[src/rtl/ysyx_22041207_pipe_ctrl.sv]
// rtl/ysyx_22041207_pipe_ctrl.sv - pipeline hazard/stall/flush controller
module ysyx_22041207_pipe_ctrl (
    input  logic        clk,
    input  logic        rst_n,
    input  logic [4:0]  id_rs1addr,
    input  logic [4:0]  id_rs2addr,
    input  logic        id_use_rs1,
    input  logic        id_use_rs2,
    input  logic [4:0]  ex_rwaddr,
    input  logic        ex_writeRD,
    input  logic        ex_memoryReadWen,
    input  logic        ex_redirect,
    input  logic        ex_mdu_start,
    input  logic        mdu_done,
    input  logic        mem_busy,
    output logic        pc_hold,
    output logic        ifid_bubble,
    output logic        ifid_flush,
    output logic        idex_bubble,
    output logic        idex_flush,
    output logic        clear_afterID,
    output logic        exmem_hold,
    output logic        exmem_clear,
    output logic        mdu_timeout,
    output logic [2:0]  state,
    output logic [31:0] stall_cnt,
    output logic [31:0] flush_cnt
);

    typedef enum logic [2:0] {
        ST_RUN   = 3'd0,
        ST_LDUSE = 3'd1,
        ST_MDU   = 3'd2,
        ST_MEMW  = 3'd3
    } state_e;

    state_e      state_q, state_d;
    state_e      ret_q, ret_d;
    state_e      eff_state;
    logic [7:0]  wd_q, wd_d;
    logic        timeout_q, timeout_d;
    logic [31:0] stall_q, stall_d;
    logic [31:0] flush_q, flush_d;
    logic        load_use;

    always_comb begin
        load_use = ex_memoryReadWen & ex_writeRD & (ex_rwaddr != 5'd0) &
                   ((id_use_rs1 & (id_rs1addr == ex_rwaddr)) |
                    (id_use_rs2 & (id_rs2addr == ex_rwaddr)));
    end

    always_comb begin
        pc_hold       = 1'b0;
        ifid_bubble   = 1'b0;
        ifid_flush    = 1'b0;
        idex_bubble   = 1'b0;
        idex_flush    = 1'b0;
        clear_afterID = 1'b0;
        exmem_hold    = 1'b0;
        exmem_clear   = 1'b0;
        state_d       = state_q;
        ret_d         = ret_q;
        wd_d          = wd_q;
        timeout_d     = timeout_q;
        stall_d       = stall_q;
        flush_d       = flush_q;
        // Leaving MEMW behaves exactly as the state it interrupted.
        eff_state     = (state_q == ST_MEMW) ? ret_q : state_q;

        if (!rst_n) begin
            ifid_flush = 1'b1;
            idex_flush = 1'b1;
        end else if (mem_busy) begin
            pc_hold     = 1'b1;
            ifid_bubble = 1'b1;
            idex_bubble = 1'b1;
            exmem_hold  = 1'b1;
            state_d     = ST_MEMW;
            if (state_q != ST_MEMW) begin
                ret_d = (state_q == ST_MDU) ? ST_MDU : ST_RUN;
            end
        end else if (ex_redirect) begin
            ifid_flush = 1'b1;
            idex_flush = 1'b1;
            state_d    = ST_RUN;
            if (flush_q != 32'hFFFF_FFFF) begin
                flush_d = flush_q + 32'd1;
            end
        end else begin
            case (eff_state)
                ST_MDU: begin
                    if (mdu_done) begin
                        state_d = ST_RUN;
                    end else begin
                        pc_hold     = 1'b1;
                        ifid_bubble = 1'b1;
                        idex_bubble = 1'b1;
                        exmem_clear = 1'b1;
                        wd_d        = wd_q + 8'd1;
                        if (wd_q == 8'd254) begin
                            timeout_d = 1'b1;
                            state_d   = ST_RUN;
                        end else begin
                            state_d = ST_MDU;
                        end
                    end
                end
                ST_LDUSE: state_d = ST_RUN;
                default: begin
                    if (ex_mdu_start) begin
                        wd_d    = 8'd0;
                        state_d = mdu_done ? ST_RUN : ST_MDU;
                    end else if (load_use) begin
                        pc_hold       = 1'b1;
                        ifid_bubble   = 1'b1;
                        clear_afterID = 1'b1;
                        state_d       = ST_LDUSE;
                    end else begin
                        state_d = ST_RUN;
                    end
                end
            endcase
        end

        if (pc_hold && (stall_q != 32'hFFFF_FFFF)) begin
            stall_d = stall_q + 32'd1;
        end
        mdu_timeout = timeout_q & rst_n;
    end

    always_ff @(posedge clk) begin
        if (!rst_n) begin
            state_q   <= ST_RUN;
            ret_q     <= ST_RUN;
            wd_q      <= 8'd0;
            timeout_q <= 1'b0;
            stall_q   <= 32'd0;
            flush_q   <= 32'd0;
        end else begin
            state_q   <= state_d;
            ret_q     <= ret_d;
            wd_q      <= wd_d;
            timeout_q <= timeout_d;
            stall_q   <= stall_d;
            flush_q   <= flush_d;
        end
    end

    assign state     = state_q;
    assign stall_cnt = stall_q;
    assign flush_cnt = flush_q;

endmodule

[config.mk]
export PLATFORM = sky130hd
export DESIGN_NAME = ysyx_22041207_pipe_ctrl
export DESIGN_NICKNAME = d
export VERILOG_FILES = /design/src/rtl/ysyx_22041207_pipe_ctrl.sv
export SDC_FILE = /design/constraint.sdc
export NUM_CORES = 1
export LEC_CHECK = 0
export ABC_CLOCK_PERIOD_IN_PS = 3400
export BUFFER_PORTS_ARGS = -buffer_cell sky130_fd_sc_hd__buf_2
export CORE_AREA = 4 4 103 105
export CTS_CLUSTER_DIAMETER = 50
export DETAILED_ROUTE_END_ITERATION = 12
export DIE_AREA = 0 0 107 109
export SKIP_CTS_REPAIR_TIMING = 1
export SYNTH_ARGS = -nofsm -noshare
export SYNTH_HDL_FRONTEND = slang
export SYNTH_SLANG_ARGS = --single-unit
[constraint.sdc]
create_clock -name clk -period 3.4 [get_ports clk]
set_clock_uncertainty 0.1 [all_clocks]
set_input_delay 0.68 -clock clk [delete_from_list [all_inputs] [get_ports clk]]
set_output_delay 0.68 -clock clk [all_outputs]
set_load 0.05 [all_outputs]
==> flow_metrics.env <==
export IMPL_run_status="complete, no violations"
export IMPL_post_route_util_pct=48.20
export IMPL_grt_use_total_pct=16.71
export IMPL_placedCellCount=670
export IMPL_std_cell_rows=36
export IMPL_crit_path_cell_trace="buf_2 > or4b_1 > a21oi_2 > a21oi_2 > clkinv_2 > buf_2"
export IMPL_drtIter0Drc=91
export IMPL_syn_avg_cell_area_um2=8.540
export IMPL_place_hpwl_um=6903
export IMPL_setup_tns_final_ns=0
export IMPL_critical_path_peak_fanout=10
export IMPL_cts_tree="done"
export IMPL_yosys_warnings=0
export IMPL_gp_routability_congestion=0.8341
export IMPL_cp_start_kind="primary input"
export IMPL_worst_path_max_delay_cell="sky130_fd_sc_hd__or4b_1"
export IMPL_grt_setup_unrepaired="false"
export IMPL_drt_pass1_iter_count=4
export IMPL_hold_path_class="reg2reg"
export IMPL_post_synth_inst_count=447
export IMPL_maxCapViolations=0
export IMPL_drt_wl_total_um=9370
export IMPL_core_area_mm2=0.009639
export IMPL_power_density_mw_per_mm2=378.9
export IMPL_area_growth_synth_to_final_pct=21.70
export IMPL_grt_pass1_vias=3302
export IMPL_cts_made_buffers=9
export IMPL_grt_first_pass_wirelength_um=15840
export IMPL_total_via_count_in_the_routed_design=3535
export IMPL_cp_arrival_ns=2.10
export IMPL_share_of_cells_above_drive_strength_1_pct=25.18
export IMPL_cts_max_path_buffers=2
export IMPL_routed_wire_length_per_instance_um=13.68
export IMPL_type_of_the_setup_path_with_the_least_slack="in2out"
export IMPL_worst_ir_drop_vdd_v=0.0001482
export IMPL_cts_sink_count=76
export IMPL_timing_final_crit_share_pct=84.76
export IMPL_cts_clk_slew_worst_paths_ns=0.07
export IMPL_grt_ovfl_total=0
export IMPL_finish_cell_count_without_fillers=685
export IMPL_design_die_area_mm2=0.01166
export IMPL_ctsRootBufferMaster="sky130_fd_sc_hd__clkbuf_8"
export IMPL_ys_ff_latch=76
export IMPL_die_width_um=107
export IMPL_antenna_cells=0
export IMPL_total_leakage_power_uw=0.001849
export IMPL_io_port_bufs=99
export IMPL_worst_endpoint_required_ns=2.62
export IMPL_layout_cells_most_common_list="sky130_fd_sc_hd__buf_2, sky130_fd_sc_hd__dfxtp_1, sky130_fd_sc_hd__nor2_1"
export IMPL_layout_cells_most_common="sky130_fd_sc_hd__buf_2"
export IMPL_synth_flop_cell="sky130_fd_sc_hd__dfxtp_1"
export IMPL_synth_enable_flop_cells=0
export IMPL_worstSetupEndpointType="primary output"
export IMPL_critPathMaxStageDelay_ns=0.54
export IMPL_synth_nets=476
export IMPL_layout_nets=577
export IMPL_timing_fmax_ghz=0.3470
export IMPL_pin_count_of_the_biggest_net_entering_global_routing=55
export IMPL_synth_area_mm2=0.003817
export IMPL_slew_headroom_pct=48.41
export IMPL_initial_antenna_violation_count=0
export IMPL_ios=101
export IMPL_period_minus_slack_ns=2.882
export IMPL_tightestPinTransition_ns=0.7673
export IMPL_initial_utilization_pct=39.60
export IMPL_drt_antenna_violating_nets=0
export IMPL_drcViolationCount=0
export IMPL_number_of_max_slew_violations_in_the_final_report=0
export IMPL_final_hold_violation_count=0
export IMPL_worstSkewPairLatency_ns=0.35
export IMPL_vias_per_cell=5.161
export IMPL_async_flop_share_pct=0
export IMPL_synth_sequential_area_ratio_pct=39.86
export IMPL_height_of_the_die_um=109
export IMPL_htree_num_levels=3
export IMPL_yosysUniqueCellTypes=56
export IMPL_number_of_setup_violations_in_the_final_report=0
==> cell families (layout without fill, tap and decap cells) <==
logic type	after synthesis	after routing	synth area share (%)
and+or+nand+nor	220	220	32.64
buffers and inverters	26	131	3.146
DFF	76	76	39.86
AOI/OAI and AO/OA	66	66	10.36
adders and majority gates	4	4	1.311
other	1	1	0.09823
muxes	6	6	1.573
xor gates and xnor gates	48	48	11.01
==> worst max-delay path: cells and delay by family <==
| family | cells | cell delay [ns] |
|---|---|---|
| buf+inv | 3 | 0.57 |
| simple gates | 1 | 0.54 |
| compound gates | 2 | 0.30 |
==> layout make-up <==
class	instances	area [um^2]
fill	997	4994
inverter	14	53.80
tap	133	166.4
multi-input combinational	345	2176
sequential	76	1521
clock inverter	3	45.04
clock buffer	12	165.2
timing repair buffer	102	518.0
==> report_power, final <==
part	switching [uW]	internal, uW
clock	332	395
combinational	89.4	40.0
sequential	8.75	895
total	430	1330
==> final timing paths <==
check | cells past startpoint | slack [ns] | startpoint | end
worst max-delay path | 6 | 0.52 | ex_redirect | ifid_bubble
worst min-delay path | 1 | 0.39 | stall_cnt[4]$_SDFFE_PN0P_ | stall_cnt[4]$_SDFFE_PN0P_
worst max register to register | 7 | 0.93 | flush_cnt[26]$_SDFFE_PN0P_ | flush_cnt[3]$_SDFFE_PN0P_
worst min register to register | 1 | 0.39 | stall_cnt[4]$_SDFFE_PN0P_ | stall_cnt[4]$_SDFFE_PN0P_
==> Yosys cell counts, drive strengths merged, types with 2 or more instances <==
master / number / share of area, %
o21bai: 2 / 0.39
or3b: 2 / 0.46
and3: 9 / 1.5
or3: 16 / 2.6
mux2i: 6 / 1.6
nand2b: 5 / 0.82
nor2: 50 / 5.1
nand2: 40 / 3.9
a211oi: 2 / 0.52
or4: 4 / 0.79
o22ai: 3 / 0.49
xor2: 20 / 4.6
nand3: 25 / 4.2
and2: 9 / 1.5
dfxtp: 76 / 40
inv: 13 / 1.3
o31ai: 4 / 0.79
nor2b: 2 / 0.33
o21ai: 19 / 2.5
nand4: 25 / 4.3
nor4: 4 / 1.0
ha: 4 / 1.3
nand3b: 2 / 0.39
nor3: 12 / 1.6
clkbuf: 9 / 1.1
xnor2: 28 / 6.4
or4b: 3 / 0.88
and4: 8 / 1.9
a21oi: 28 / 3.9
a21bo: 2 / 0.52
buf: 3 / 0.59
==> flip-flops by register name (all words and copies together) (netlist names) <==
signal,flops
wd_q,8
ret_q,1
stall_cnt,32
flush_cnt,32
state,2
timeout_q,1
==> per-layer routing <==
metal | vias up | routed length [um] | track usage, %
met5 | - | 0 | 0
met4 | 0 | 138 | 6.027
met3 | 14 | 406 | 3.079
met2 | 66 | 4327 | 27.20
met1 | 1664 | 4498 | 22.25
li1 | 1791 | - | -
==> stage by stage <==
stage | total power [uW] | area [um^2] | setup WS (ns) | hold WS, ns
2_1_floorplan | 1014 | 3817 | 0.2175 | 0.3517
3_3_place_gp | 1053 | 4436 | 0.5505 | 0.3643
3_5_place_dp | 1055 | 4436 | 0.5232 | 0.3733
4_1_cts | 1790 | 4646 | 0.5231 | 0.3860
5_1_grt | 1835 | 4646 | 0.4164 | 0.4198
6_report | 1760 | 4646 | 0.5183 | 0.3860
No activity file was read; power rests on OpenSTA's default activity.
